<file path="src/rtl/mem_arb_pkg.sv">
// Shared constants for the Data_mem port arbiter: FSM encoding, owner codes, default widths.
package mem_arb_pkg;
  localparam int ADDR_W_DEF = 32;
  localparam int DATA_W_DEF = 64;
  localparam int WEN_W      = 8;

  typedef logic [1:0] state_t;
  localparam state_t ST_IDLE  = 2'd0;
  localparam state_t ST_ISSUE = 2'd1;
  localparam state_t ST_RWAIT = 2'd2;

  localparam logic OWN_I = 1'b0;
  localparam logic OWN_D = 1'b1;
endpackage

</file>
<file path="src/rtl/mem_port_arbiter_if.sv">
// Requester and Data_mem signal bundle; slave = arbiter side, master = requesters + memory side.
interface mem_port_arbiter_if
  import mem_arb_pkg::*;
#(
  parameter int ADDR_W = ADDR_W_DEF,
  parameter int DATA_W = DATA_W_DEF
);
  logic              i_req;
  logic [ADDR_W-1:0] i_addr;
  logic              i_gnt;
  logic              i_rvalid;
  logic [DATA_W-1:0] i_rdata;
  logic              d_req;
  logic [WEN_W-1:0]  d_wen;
  logic [ADDR_W-1:0] d_addr;
  logic [DATA_W-1:0] d_wdata;
  logic              d_gnt;
  logic              d_rvalid;
  logic [DATA_W-1:0] d_rdata;
  logic [ADDR_W-1:0] mem_rdaddr;
  logic [ADDR_W-1:0] mem_wraddr;
  logic              mem_rden;
  logic [WEN_W-1:0]  mem_wren;
  logic [DATA_W-1:0] mem_wdata;
  logic [DATA_W-1:0] mem_rdata;

  modport slave (
    input  i_req, i_addr, d_req, d_wen, d_addr, d_wdata, mem_rdata,
    output i_gnt, i_rvalid, i_rdata, d_gnt, d_rvalid, d_rdata,
           mem_rdaddr, mem_wraddr, mem_rden, mem_wren, mem_wdata
  );
  modport master (
    output i_req, i_addr, d_req, d_wen, d_addr, d_wdata, mem_rdata,
    input  i_gnt, i_rvalid, i_rdata, d_gnt, d_rvalid, d_rdata,
           mem_rdaddr, mem_wraddr, mem_rden, mem_wren, mem_wdata
  );
endinterface

</file>
<file path="src/rtl/arb_pick.sv">
// Winner select for the IDLE cycle plus the I-side starvation counter.
module arb_pick #(
  parameter int STARVE_LIMIT = 4
) (
  input  logic clk,
  input  logic rst,
  input  logic idle_i,
  input  logic i_req_i,
  input  logic d_req_i,
  output logic grant_o,
  output logic pick_d_o
);
  localparam int SC_W = $clog2(STARVE_LIMIT + 1);

  logic [SC_W-1:0] starve_q, starve_d;
  logic            under_limit;

  assign under_limit = (starve_q < SC_W'(STARVE_LIMIT));

  always_comb begin
    pick_d_o = d_req_i && (under_limit || !i_req_i);
    grant_o  = idle_i && (i_req_i || d_req_i);
    starve_d = starve_q;
    if (grant_o) begin
      // Only D grants that leave I waiting count toward forcing I.
      if (pick_d_o && i_req_i)
        starve_d = under_limit ? starve_q + 1'b1 : starve_q;
      else
        starve_d = '0;
    end
  end

  always_ff @(posedge clk or negedge rst) begin
    if (!rst) starve_q <= '0;
    else      starve_q <= starve_d;
  end
endmodule

</file>
<file path="src/rtl/mem_port_arbiter.sv">
// Serialises I-side refills and D-side miss/write-back traffic onto single-ported Data_mem.
// Define ARB_PERF_CNT_EN to add grant/conflict performance counters.
module mem_port_arbiter
  import mem_arb_pkg::*;
#(
  parameter int ADDR_W       = ADDR_W_DEF,
  parameter int DATA_W       = DATA_W_DEF,
  parameter int MEM_RD_LAT   = 1,
  parameter int STARVE_LIMIT = 4
) (
  input  logic                clk,
  input  logic                rst,
  mem_port_arbiter_if.slave   bus
`ifdef ARB_PERF_CNT_EN
  ,
  output logic [31:0]         perf_i_gnt,
  output logic [31:0]         perf_d_gnt,
  output logic [31:0]         perf_conflict
`endif
);
  localparam int CNT_W = (MEM_RD_LAT > 1) ? $clog2(MEM_RD_LAT) : 1;

  state_t            state_q, state_d;
  logic              owner_q, owner_d;
  logic [ADDR_W-1:0] addr_q, addr_d;
  logic [WEN_W-1:0]  wen_q, wen_d;
  logic [DATA_W-1:0] wdata_q, wdata_d;
  logic [CNT_W-1:0]  cnt_q, cnt_d;

  logic idle, grant, pick_d, issue, is_wr, rd_done;

  assign idle    = (state_q == ST_IDLE);
  assign issue   = (state_q == ST_ISSUE);
  assign is_wr   = |wen_q;
  assign rd_done = (state_q == ST_RWAIT) && (cnt_q == '0);

  arb_pick #(.STARVE_LIMIT(STARVE_LIMIT)) u_pick (
    .clk      (clk),
    .rst      (rst),
    .idle_i   (idle),
    .i_req_i  (bus.i_req),
    .d_req_i  (bus.d_req),
    .grant_o  (grant),
    .pick_d_o (pick_d)
  );

  always_comb begin
    state_d = state_q;
    owner_d = owner_q;
    addr_d  = addr_q;
    wen_d   = wen_q;
    wdata_d = wdata_q;
    cnt_d   = cnt_q;
    case (state_q)
      ST_IDLE: begin
        if (grant) begin
          state_d = ST_ISSUE;
          owner_d = pick_d ? OWN_D : OWN_I;
          if (pick_d) begin
            addr_d  = bus.d_addr;
            wen_d   = bus.d_wen;
            wdata_d = bus.d_wdata;
          end else begin
            addr_d  = bus.i_addr;
            wen_d   = '0;
            wdata_d = '0;
          end
        end
      end
      ST_ISSUE: begin
        if (is_wr) begin
          state_d = ST_IDLE;
        end else begin
          state_d = ST_RWAIT;
          cnt_d   = CNT_W'(MEM_RD_LAT - 1);
        end
      end
      ST_RWAIT: begin
        if (cnt_q == '0) state_d = ST_IDLE;
        else             cnt_d   = cnt_q - 1'b1;
      end
      default: state_d = ST_IDLE;
    endcase
  end

  always_ff @(posedge clk or negedge rst) begin
    if (!rst) begin
      state_q <= ST_IDLE;
      owner_q <= OWN_I;
      addr_q  <= '0;
      wen_q   <= '0;
      wdata_q <= '0;
      cnt_q   <= '0;
    end else begin
      state_q <= state_d;
      owner_q <= owner_d;
      addr_q  <= addr_d;
      wen_q   <= wen_d;
      wdata_q <= wdata_d;
      cnt_q   <= cnt_d;
    end
  end

  assign bus.i_gnt = grant && !pick_d;
  assign bus.d_gnt = grant && pick_d;

  // Buses are gated to zero outside their active cycle so reset and idle leave them quiet.
  assign bus.mem_rden   = issue && !is_wr;
  assign bus.mem_rdaddr = bus.mem_rden ? addr_q : '0;
  assign bus.mem_wren   = issue ? wen_q : '0;
  assign bus.mem_wraddr = (issue && is_wr) ? addr_q : '0;
  assign bus.mem_wdata  = (issue && is_wr) ? wdata_q : '0;

  assign bus.i_rvalid = rd_done && (owner_q == OWN_I);
  assign bus.d_rvalid = rd_done && (owner_q == OWN_D);
  assign bus.i_rdata  = bus.i_rvalid ? bus.mem_rdata : '0;
  assign bus.d_rdata  = bus.d_rvalid ? bus.mem_rdata : '0;

`ifdef ARB_PERF_CNT_EN
  logic [31:0] perf_i_gnt_q, perf_d_gnt_q, perf_conflict_q;

  always_ff @(posedge clk or negedge rst) begin
    if (!rst) begin
      perf_i_gnt_q    <= '0;
      perf_d_gnt_q    <= '0;
      perf_conflict_q <= '0;
    end else begin
      if (bus.i_gnt) perf_i_gnt_q <= perf_i_gnt_q + 32'd1;
      if (bus.d_gnt) perf_d_gnt_q <= perf_d_gnt_q + 32'd1;
      if (idle && bus.i_req && bus.d_req) perf_conflict_q <= perf_conflict_q + 32'd1;
    end
  end

  assign perf_i_gnt    = perf_i_gnt_q;
  assign perf_d_gnt    = perf_d_gnt_q;
  assign perf_conflict = perf_conflict_q;
`endif
endmodule

</file>
<file path="src/flat_wrapper.sv">
// flat-port wrapper written by rule: the top's interface ports become plain ports
module mem_port_arbiter_flat import mem_arb_pkg::*;
#(
  parameter int ADDR_W       = ADDR_W_DEF,
  parameter int DATA_W       = DATA_W_DEF,
  parameter int MEM_RD_LAT   = 1,
  parameter int STARVE_LIMIT = 4
)
  (clk, rst, bus_i_req, bus_i_addr, bus_d_req, bus_d_wen, bus_d_addr, bus_d_wdata, bus_mem_rdata, bus_i_gnt, bus_i_rvalid, bus_i_rdata, bus_d_gnt, bus_d_rvalid, bus_d_rdata, bus_mem_rdaddr, bus_mem_wraddr, bus_mem_rden, bus_mem_wren, bus_mem_wdata);
  mem_port_arbiter_if #(.ADDR_W(ADDR_W), .DATA_W(DATA_W)) bus_i ();
  input  logic clk;
  input  logic rst;
  input wire logic [$bits(bus_i.i_req)-1:0] bus_i_req;
  input wire logic [$bits(bus_i.i_addr)-1:0] bus_i_addr;
  input wire logic [$bits(bus_i.d_req)-1:0] bus_d_req;
  input wire logic [$bits(bus_i.d_wen)-1:0] bus_d_wen;
  input wire logic [$bits(bus_i.d_addr)-1:0] bus_d_addr;
  input wire logic [$bits(bus_i.d_wdata)-1:0] bus_d_wdata;
  input wire logic [$bits(bus_i.mem_rdata)-1:0] bus_mem_rdata;
  output wire logic [$bits(bus_i.i_gnt)-1:0] bus_i_gnt;
  output wire logic [$bits(bus_i.i_rvalid)-1:0] bus_i_rvalid;
  output wire logic [$bits(bus_i.i_rdata)-1:0] bus_i_rdata;
  output wire logic [$bits(bus_i.d_gnt)-1:0] bus_d_gnt;
  output wire logic [$bits(bus_i.d_rvalid)-1:0] bus_d_rvalid;
  output wire logic [$bits(bus_i.d_rdata)-1:0] bus_d_rdata;
  output wire logic [$bits(bus_i.mem_rdaddr)-1:0] bus_mem_rdaddr;
  output wire logic [$bits(bus_i.mem_wraddr)-1:0] bus_mem_wraddr;
  output wire logic [$bits(bus_i.mem_rden)-1:0] bus_mem_rden;
  output wire logic [$bits(bus_i.mem_wren)-1:0] bus_mem_wren;
  output wire logic [$bits(bus_i.mem_wdata)-1:0] bus_mem_wdata;
  assign bus_i.i_req = bus_i_req;
  assign bus_i.i_addr = bus_i_addr;
  assign bus_i.d_req = bus_d_req;
  assign bus_i.d_wen = bus_d_wen;
  assign bus_i.d_addr = bus_d_addr;
  assign bus_i.d_wdata = bus_d_wdata;
  assign bus_i.mem_rdata = bus_mem_rdata;
  assign bus_i_gnt = bus_i.i_gnt;
  assign bus_i_rvalid = bus_i.i_rvalid;
  assign bus_i_rdata = bus_i.i_rdata;
  assign bus_d_gnt = bus_i.d_gnt;
  assign bus_d_rvalid = bus_i.d_rvalid;
  assign bus_d_rdata = bus_i.d_rdata;
  assign bus_mem_rdaddr = bus_i.mem_rdaddr;
  assign bus_mem_wraddr = bus_i.mem_wraddr;
  assign bus_mem_rden = bus_i.mem_rden;
  assign bus_mem_wren = bus_i.mem_wren;
  assign bus_mem_wdata = bus_i.mem_wdata;
  mem_port_arbiter #(.ADDR_W(ADDR_W), .DATA_W(DATA_W), .MEM_RD_LAT(MEM_RD_LAT), .STARVE_LIMIT(STARVE_LIMIT)) u_core (.clk(clk), .rst(rst), .bus(bus_i));
endmodule
</file>
<file path="config.mk">
export PLATFORM = sky130hd
export DESIGN_NAME = mem_port_arbiter_flat
export DESIGN_NICKNAME = d
export VERILOG_FILES = /design/src/rtl/mem_arb_pkg.sv /design/src/rtl/mem_port_arbiter_if.sv /design/src/rtl/arb_pick.sv /design/src/rtl/mem_port_arbiter.sv /design/src/flat_wrapper.sv
export SDC_FILE = /design/constraint.sdc
export NUM_CORES = 1
export LEC_CHECK = 0
export BUFFER_PORTS_ARGS = -buffer_cell sky130_fd_sc_hd__clkbuf_2
export CAP_MARGIN = 15
export CORE_AREA = 2 2 183 185
export CTS_CLUSTER_SIZE = 14
export DETAILED_ROUTE_END_ITERATION = 16
export DIE_AREA = 0 0 185 187
export HOLD_SLACK_MARGIN = 0.08
export PLACE_DENSITY = 0.46
export SYNTH_ARGS = -nofsm -noshare
export SYNTH_HDL_FRONTEND = slang
export SYNTH_SLANG_ARGS = --single-unit
export TNS_END_PERCENT = 10
</file>
<file path="constraint.sdc">
create_clock -name clk -period 4.75 [get_ports clk]
set_input_delay 0.95 -clock clk [delete_from_list [all_inputs] [get_ports clk]]
set_output_delay 0.95 -clock clk [all_outputs]
set_load 0.05 [all_outputs]
</file>
-- Word-level counts from Yosys, hierarchy flattened
Index checks and enable logic that the tools add are counted.
Widths: inputs -> output; s select.
- register bits after elaboration: 111
- input port bits: 204
- output and inout port bits: 269
- add/sub/neg operators: 2
- order comparisons: 1
- eq/ne operators: 6
- mux-type cells: 19
- bitwise gates (word level): 2
- reductions and logical operators: 22
- operator list (cell ; number):
    $mux 64 ; 4
    $mux 32 ; 3
    $mux 8 ; 2
    $logic_and 1x1->1 ; 10
    $reduce_and 2->1 ; 4
    $reduce_or 8->1 ; 1
    $mux 2 ; 3
    $mux 3 ; 2
    $ne 2x2->1 const B ; 3
    $pmux 2 s3 ; 1
    $add 3x1->3 const B ; 1
    $logic_not 1->1 ; 3
    $lt 3x3->1 const B ; 1
    $mux 1 ; 3
    $eq 2x1->1 const B ; 1
    $eq 2x2->1 const B ; 1
    $logic_not 2->1 ; 1
    $logic_or 1x1->1 ; 2
    $ne 2x1->1 const B ; 1
    $not 1->1 ; 2
    $pmux 1 s2 ; 1
    $reduce_bool 2->1 ; 1
    $sub 1x1->1 const B ; 1

-- Logic depth before layout (Yosys ltp)
Gate-level depths: netlist (run 1).
- depth in word-level cells: 6
- gate-level depth with buffers: 5

-- Cells and area by module
From an unflattened synthesis (run 1), not the netlist that was laid out.
- cell total of the unflattened synthesis: 789
- area total of the unflattened synthesis: 7363.3 um2
- by module, submodules not included (module ; times used ; cells an instance ; area each (um2)):
    mem_port_arbiter ; 1 ; 778 ; 7218.2
    arb_pick ; 1 ; 11 ; 145.1

-- Least setup slack after synthesis (run 1)
OpenSTA, ideal clock, no wires.
- path type: flip-flop to output port
- start: reg u_core.state_q[0]
- end: out bus_i_rdata[54]
- arrival time: 1.772 ns
- data required time: 3.800 ns
- path slack: 2.028 ns
- stages on the path, launching flop included: 4
- cell sequence: dfrtp_1 > nor3b_1 > clkbuf_1 > and2_1
- word-level cells in the longest chain between the ends: 4
- ends and longest elaborated chain (element ; line ; text):
    start: declaration ; mem_port_arbiter.sv:23 ; state_t state_q, state_d;
    start signal: assignment ; mem_port_arbiter.sv:95 ; state_q <= state_d;
    $eq 2x2->1 ; mem_port_arbiter.sv:35 ; assign rd_done = (state_q == ST_RWAIT) && (cnt_q == '0);
    $logic_and 1x1->1 ; mem_port_arbiter.sv:35 ;
    $logic_and 1x1->1 ; mem_port_arbiter.sv:114 ; assign bus.i_rvalid = rd_done && (owner_q == OWN_I);
    named net bus_i_rvalid ; flat_wrapper.sv:21 ; output wire logic [$bits(bus_i.i_rvalid)-1:0] bus_i_rvalid;
    $mux 64 ; mem_port_arbiter.sv:116 ; assign bus.i_rdata = bus.i_rvalid ? bus.mem_rdata : '0;
    end: declaration ; flat_wrapper.sv:22 ; output wire logic [$bits(bus_i.i_rdata)-1:0] bus_i_rdata;
The timed path passes the listed nets, and every way through them passes these cells.

-- Worst setup path in the final report (run 1)
- start: reg u_core.state_q[0]
- end: out bus_mem_wraddr[4]
- word-level cells in the longest chain between the ends: 3
- ends and longest elaborated chain (element ; line ; text):
    $eq 2x1->1 ; mem_port_arbiter.sv:33 ; assign issue = (state_q == ST_ISSUE);
    $logic_and 1x1->1 ; mem_port_arbiter.sv:111 ; assign bus.mem_wraddr = (issue && is_wr) ? addr_q : '0;
    $mux 32 ; mem_port_arbiter.sv:111 ;
    end: declaration ; flat_wrapper.sv:27 ; output wire logic [$bits(bus_i.mem_wraddr)-1:0] bus_mem_wraddr;
No other way between the ends.

==> metrics list, run 1 <==
- For this run, the register share of the synthesized area comes to 0.453.
- The count of buffers added on input and output ports is 472.
- Actual slew at the worst max-slew pin: 0.966 ns
* Minimum clock period: 3.60 ns
- After routing, the total negative slack on setup checks comes to 0 ns.
- DIE AREA: 34600 sq um
- CTS saw 110 sinks.
* # IOs: 473
- The run finished with clean final reports.
* Setup slack, reg-to-reg: roughly 2.2 ns
- Based on the critical path, the design can be clocked at up to 277 MHz.
* Pins over their slew limit: 0
- The cell area that synthesis handed to floorplanning was 6080 sq um.
- Insertion delay to the later sink of the worst-skew pair: 0.37 ns
- CP Depth: 5
* Antenna violations before repair: 10
- Relative slew margins: 0.356
* Effective utilization at floorplan: 0.185
- The number of nets handed over by synthesis was between 700 and 800.
- Initial detailed-routing violation count: 252
- For the worst setup path, the data required time is around 3.8 ns.
* Kind of start point of the critical path: register
- Crit-path slowest cell: sky130_fd_sc_hd__nor2b_1
* Post-synthesis instance total: 588
- Met3 Track Usage GR: 0.0393
- Worst Hold Class: in2async
- In this run the post-CTS setup repair buffer count came out at 0.
- The total count of hold-check failures in the final report came to 0.
- Counting along the longest clock path gives a buffer depth of 2.
* Overflow after GRT: 0
- CTS tree: built
* Adder and majority gate portion of the synthesized area: 0.00206
- For this run, global-route usage on met2 was measured as 0.279.
- After synthesis, the largest family of logic cells by area is simple AND/OR/NAND/NOR gates.
* Portion of the clock cycle consumed by the worst path in the final layout: 0.759
- Placement Rows: 67
- The pre-antenna-repair detailed-routing pass consisted of 4 iterations.
- Path type of the worst setup path: reg2out
* Synthesis warning total: 0
* Worst r2r dst: u_core.wdata_q[57]
- Summed over all nets, the switching power comes to 2.66 mW.
- For this run, the total global-route usage over all layers was measured as 0.154.
* Post-DP HPWL: 21300 microns
- Of the total power, the clock network draws 0.172.
* PwrDens: ~570 nW/um^2
- Worst hold margin: between 0.4 and 0.5 ns
- The total area inside the core boundary comes to 32900 sq um.
* Wire length of the first global-routing pass: 39400 microns
- GRT met1 Usage: 0.180
- Of the cells placed in the final design, the portion with a size suffix greater than 1 is 0.495.
- Final setup violation count: 0
- Post-CTS repair changed the size of 0 cells.
- Setup repair after global routing left no endpoint under its margin.
- In this run, CTS created clock tree buffers numbering 9.
- Area fraction in compound gates after synthesis: 0.166
- Total Nets Final: 1228
* Clock slew at reported path FFs: approximately 0.10 ns
- Max-cap violations in this run came to 0.
- The floorplan step set the die height to roughly 190 microns.
* Final core utilization: 0.277
* Ys flop type: sky130_fd_sc_hd__dfrtp_1
- The startpoint identified for the worst register-to-register timing path is u_core.state_q[1].
- The number of hold buffers added after CTS was 0.
- Vias after detailed routing: 6128
* Unique masters post-synth: 25
- Data on the critical path arrives at its endpoint at 2.65 ns.
* Flip-flop and latch count after synthesis: 110
- In the routed layout, each cell is associated on average with a via count of slightly above 4.
- Part of the total power dissipated in combinational logic: 0.518
- Of the total synthesized cell area, the portion taken by AND, OR, NAND and NOR gates is 0.322.
- XOR/XNOR share of the synthesized area: 0
- For this run, asynchronously set or reset flops after synthesis account for 1.00.
* Mean routed wirelength per cell: approximately 19 microns
- The routed design has 27700 microns of wire.
- Clock skew on the completed layout was measured at ~0.015 ns.
- Each instance of the synthesized netlist takes up on average 10.3 sq um.
* Number of nets still failing antenna checks after routing: 0
* CP max FO: just over 50
- Horizontal extent of the die: 185 microns
- Non-filler instance count after layout: 1483
- Internal power component: roughly 2.5 mW
- For this design the static power due to leakage is 5.11 nW.
* Number of synthesized flops with an enable pin: 0
- Counting both buffers and inverters, the worst setup path holds a total of 2.
- For the worst flop-to-flop path, the logic depth is 4.
- In this run the most used layer during global routing was met2.
- Worst path max stage delay: 0.54 ns
* Vias in the first global route: between 5000 and 6000
- Compared with the post-synthesis result, the final layout area differs by 49.8%.
* Switch share: 0.515
- Including well taps, the total number of placed cells is about 1500.
- In the routed design, unresolved DRC markers number 0.
- Highest ir drop seen on vdd: roughly 280 uV
* Cell Chain, Critical Path: nor2b_1, a21boi_4, buf_4, and2_1, clkbuf_2
- Share of total power in sequential cells: 0.310
- In this run the number of H-tree levels came out at 3.
* Element type at the critical path end: output port
- Mux contribution to synthesized area: 0.00185
- Entering global routing, the biggest net connects 74 pins.
- Clock root buffer master: sky130_fd_sc_hd__clkbuf_16
- Crit path max-delay family: simple AND/OR/NAND/NOR gates
- At the end of routability-driven placement, the weighted congestion stood at 0.763.
cell type report:
| cell class | instances | area, sq um |
|---|---|---|
| fill | 3654 | 23700 |
| antenna | 7 | 17.5 |
| clock inverter | 7 | 110 |
| timing repair buffer | 481 | 2430 |
| inverter | 1 | 3.75 |
| sequential | 110 | 2750 |
| multi-input combinational | 420 | 3010 |
| tap | 448 | 561 |
| clock buffer | 9 | 225 |
layer usage:
layer | vias up | routed length [microns] | share of wire
li1 | 2896 | - | -
met1 | 2916 | 10900 | 0.39
met2 | 294 | 14100 | 0.51
met3 | 22 | 2100 | 0.076
met4 | 0 | 591 | 0.021
met5 | - | 0 | 0
metrics by stage:
step,total power [mW],instance area [sq um],setup slack (ns)
6_report,5.16,9110,1.15
5_1_grt,5.45,9100,0.960
4_1_cts,5.25,9090,1.09
3_5_place_dp,4.31,8760,1.50
3_3_place_gp,4.32,8760,1.62
2_1_floorplan,3.59,6080,2.03
placed cells by master (no fill, tap or decap), drive strengths merged, types with 2 or more instances in the layout:
| master | instances |
|---|---|
| a21boi | 2 |
| a221o | 32 |
| a22o | 74 |
| and2 | 265 |
| and3 | 35 |
| buf | 10 |
| clkbuf | 480 |
| clkinv | 2 |
| dfrtp | 110 |
| diode | 7 |
| inv | 5 |
| nor4 | 2 |
worst reg2reg max path, cell delays in order, from the launching register on:
cell and delay, ns:
sky130_fd_sc_hd__dfrtp_1 0.45, sky130_fd_sc_hd__nor2_4 0.65, sky130_fd_sc_hd__and2_2 0.42, sky130_fd_sc_hd__buf_4 0.66
sky130_fd_sc_hd__a22o_1 0.31
Yosys cell counts (2+ instances only):
master                     instances  share of area
sky130_fd_sc_hd__a21boi_2          2         0.0037
sky130_fd_sc_hd__a221o_1          32          0.053
sky130_fd_sc_hd__clkbuf_1         32          0.020
sky130_fd_sc_hd__buf_2             3         0.0025
sky130_fd_sc_hd__and2_1          265           0.27
sky130_fd_sc_hd__buf_4             7         0.0086
sky130_fd_sc_hd__nor4_2            2         0.0041
sky130_fd_sc_hd__a22o_1           74           0.11
sky130_fd_sc_hd__clkbuf_2          3         0.0025
sky130_fd_sc_hd__buf_6            12          0.022
sky130_fd_sc_hd__dfrtp_1         110           0.45
sky130_fd_sc_hd__and3_1           33          0.034
kinds of logic (layout without fill, tap and decap cells):
kind of cell / Yosys count / count (layout)
compound gates: 110 / 110
fa+ha+maj: 1 / 1
buf+inv: 58 / 498
flops: 110 / 110
mux: 1 / 1
other cells: 0 / 7
simple gates: 308 / 308
flip-flops by register name, summed over array words and instances, names as in the netlist:
| register | cells |
|---|---|
| u_core.addr_q | 32 |
| u_core.owner_q | 1 |
| u_core.state_q | 2 |
| u_core.u_pick.starve_q | 3 |
| u_core.wdata_q | 64 |
| u_core.wen_q | 8 |
power by group through the flow:
stage / clock network (mW) / registers (mW) / logic [mW]
after global placement: 0 / 1.63 / 2.69
after CTS: 0.936 / 1.61 / 2.70
after global routing: 0.961 / 1.65 / 2.84
after detailed placement: 0 / 1.60 / 2.71
final: 0.887 / 1.60 / 2.67
after floorplan: 0 / 1.47 / 2.12
worst max path at each step:
stage                      startpoint                 to  slack, ns
finish              u_core.state_q[0]  bus_mem_wraddr[4]       1.15
global route        u_core.state_q[0]  bus_mem_wraddr[4]       0.96
CTS                 u_core.state_q[0]  bus_mem_wraddr[4]       1.09
detailed placement  u_core.state_q[0]  bus_mem_wraddr[4]       1.50
global placement    u_core.state_q[0]  bus_mem_wraddr[4]       1.62
floorplan           u_core.state_q[0]    bus_i_rdata[54]       2.03
(Power assumes the default switching activity.)
==> run 2: changes to the inputs <==
--- a/config.mk
+++ b/config.mk
@@ -12,7 +12,7 @@
 export DETAILED_ROUTE_END_ITERATION = 16
 export DIE_AREA = 0 0 185 187
 export HOLD_SLACK_MARGIN = 0.08
-export PLACE_DENSITY = 0.46
+export PLACE_DENSITY = 0.47
 export SYNTH_ARGS = -nofsm -noshare
 export SYNTH_HDL_FRONTEND = slang
 export SYNTH_SLANG_ARGS = --single-unit
==> constraint.sdc (replaced) <==
create_clock -name clk -period 3 [get_ports clk]
set_input_delay 0.6 -clock clk [delete_from_list [all_inputs] [get_ports clk]]
set_output_delay 0.6 -clock clk [all_outputs]
set_load 0.05 [all_outputs]
==> run 2 against run 1 <==
Global-route usage is 0.69 points higher. Die area unchanged. Setup slack lost 0.97 ns. Flip-flop and latch count unchanged. Sequential share of layout area shrank 1.0 points. Critical endpoint is now bus_mem_rdaddr[12]. Largest power group unchanged. Via count grew 1.0%.
==> metrics list, run 2 (same netlist as run 1, synthesis figures left out) <==
- In this run the number of cells on the critical path is 6.
* Crit path max-delay family: buffers and inverters
* Post_cts resized: 0
- The total count of hold-check failures in the final report is 0.
- The detailed router finished its first iteration with 263 violations.
- After legalization and detailed placement, the total HPWL measured roughly 22000 microns.
- Across all layers, the routed design uses 6190 vias.
* Overflow after GRT: 0
* Filler instances: 3584
- Static timing analysis puts the maximum clock frequency at between 300 and 400 MHz.
- Worst Reg-to-Reg Cells: 5
* DR DRC count: 0
- In this run the power density over the cells is 896 nW/um^2.
* Via density per instance: roughly 4.2
- The largest individual stage delay along the critical path comes from the cell sky130_fd_sc_hd__dfrtp_1.
- In this run the worst setup path begins at u_core.state_q[0].
- The number of setup buffers added after CTS is 0.
- In this run the standard cell core region covers 32900 sq um.
* Top Registers: u_core.wdata_q x64, u_core.addr_q x32, u_core.wen_q x8
- For this block, the routed nets add up to 28700 microns of wire.
* Horizontal extent of the die: 185 microns
- Summing all multi-input logic gate instances after layout gives 3030 sq um.
* Final worst clock skew: 0.00948 ns
- Critical path data arrival time: 2.23 ns
- Pin count of the biggest net entering global routing: 111
- Leakage Power: around 5.2 nW
- The detail route stage leaves a number of antenna-violating nets equal to 0.
* Highest ir drop seen on vdd: 389 uV
* Leading cell type in the layout, fill and taps excluded: sky130_fd_sc_hd__clkbuf_2
* Worst hold margin: 0.307 ns
- Portion of the clock cycle consumed by the worst path in the final layout: 0.942
- Worst Hold Class: in2async
- Buffers placed on the I/O ports in this run total 472.
- After routing, the total negative slack on setup checks comes to 0 ns.
* Clock slew at reported path FFs: 0.09 ns
- The flow ran to the end, and the final reports show no timing, DRC or antenna violations.
- In this run the critical register-to-register path is launched from u_core.state_q[1].
- Commonest cells after routing, fill and taps aside: 454 x sky130_fd_sc_hd__clkbuf_2, 264 x sky130_fd_sc_hd__and2_1, 110 x sky130_fd_sc_hd__dfrtp_1
- Register name with the most flops: u_core.wdata_q
- Maximum buffer depth of the clock tree: 2
* CTS tree: built
* Insertion delay to the later sink of the worst-skew pair: between 0.3 and 0.4 ns
- Antenna violations before repair: 9
- The tree built by TritonCTS fans out to 110 sinks.
- The die is 187 microns tall.
* Endpoint required time on the critical path: ~2.4 ns
- Actual slew at the worst max-slew pin: 0.626 ns
- Num CTS Buffers: 9
- # IOs: 473
* CP max FO: 33
- The via count of the first global-routing pass is 5830.
* Clock root buffer master: sky130_fd_sc_hd__clkbuf_16
- The number of hold buffers added after CTS was 0.
- Setup violations remaining at the end of the flow were counted as 0.
* Number of detailed-routing iterations run before antenna repair: 4
* Buffer and inverter count on the worst path: 3
- The floorplan step defined a die boundary enclosing 34600 sq um.
* Placer's final routability congestion estimate: 0.780
- Effective utilization at floorplan: 0.185
- Traced cell by cell, the critical path runs through nor2b_1, buf_4, and3_2, buf_4, and2_1, clkbuf_2.
- The clock tree synthesis step divided the H-tree into 3 levels.
- Minimum clock period: roughly 2.8 ns
* Element type at the critical path end: output port
- Combined flip-flop and latch cell area: 2750 sq um
* Signed area change from the synthesized netlist to the final layout: 55.1%
* Relative slew margins: 0.583
- Path type of the worst setup path: reg2out
- Row generation in the floorplan step produced between 60 and 70 rows.
* Kind of start point of the critical path: register
- Crit-path most repeated cell: sky130_fd_sc_hd__buf_4
* Final core utilization: 0.287
* Mean routed wirelength per cell: 19.4 microns
- The largest single stage delay on the critical path is 0.46 ns.
* Pins over their slew limit: 0
- The register with the most flip-flops in the layout has 64 of them.
- Wire length of the first global-routing pass: between 40000 and 50000 microns
- Fraction of final layout cells with drive strength greater than 1: 0.497
- The tool flagged a number of max-cap violations equal to 0.
* Total Nets Final: between 1000 and 1500
* GRT Total Usage: 0.161
- Setup repair after global routing left no endpoint under its margin.
## run 2: cell count changes in the layout (fill, tap and decap cells not counted), sizes merged
cell | previous run | this run
clkinv | 2 | 4
bufinv | 1 | 0
diode | 7 | 4
clkbuf | 480 | 463
buf | 10 | 31
inv | 5 | 4
## run 2: metrics by stage
step / area (sq um) / setup WS, ns / total power [mW] / cells
after floorplan: 6080 / 0.628 / 5.68 / 588
after global placement: 9080 / 0.503 / 7.18 / 1464
after detailed placement: 9080 / 0.461 / 7.18 / 1464
after CTS: 9400 / 0.0294 / 8.57 / 1480
after global routing: 9430 / 0.0230 / 8.95 / 1481
final: 9430 / 0.173 / 8.45 / 1484
## run 2: layout make-up
cell class                 count  area share
multi-input combinational    420       0.321
sequential                   110       0.292
timing repair buffer         485       0.292
tap                          448      0.0594
clock inverter                 7     0.00995
clock buffer                   9      0.0239
inverter                       1    0.000398
antenna                        4     0.00106
## run 2: routing by layer
layer / wire (microns) / GRT usage
met5: 18 / 0
met1: 10900 / 0.184
met2: 14900 / 0.290
met3: 2410 / 0.0465
met4: 561 / 0.0415
## run 2: final timing paths
path | end | slack, ns
max in group asynchronous | u_core.wdata_q[57] | 2.21
setup reg to reg | u_core.addr_q[3] | 1.09
min in group clk | u_core.wdata_q[24] | 0.45
hold / removal | u_core.wdata_q[11] | 0.31
setup / recovery | bus_mem_rdaddr[12] | 0.17
hold reg to reg | u_core.wdata_q[3] | 0.50
## run 2: power breakdown
part / internal [mW] / switching (mW) / total [mW]
logic: 1.48 / 3.10 / 4.57
clock network: 0.611 / 0.713 / 1.32
registers: 2.06 / 0.487 / 2.55
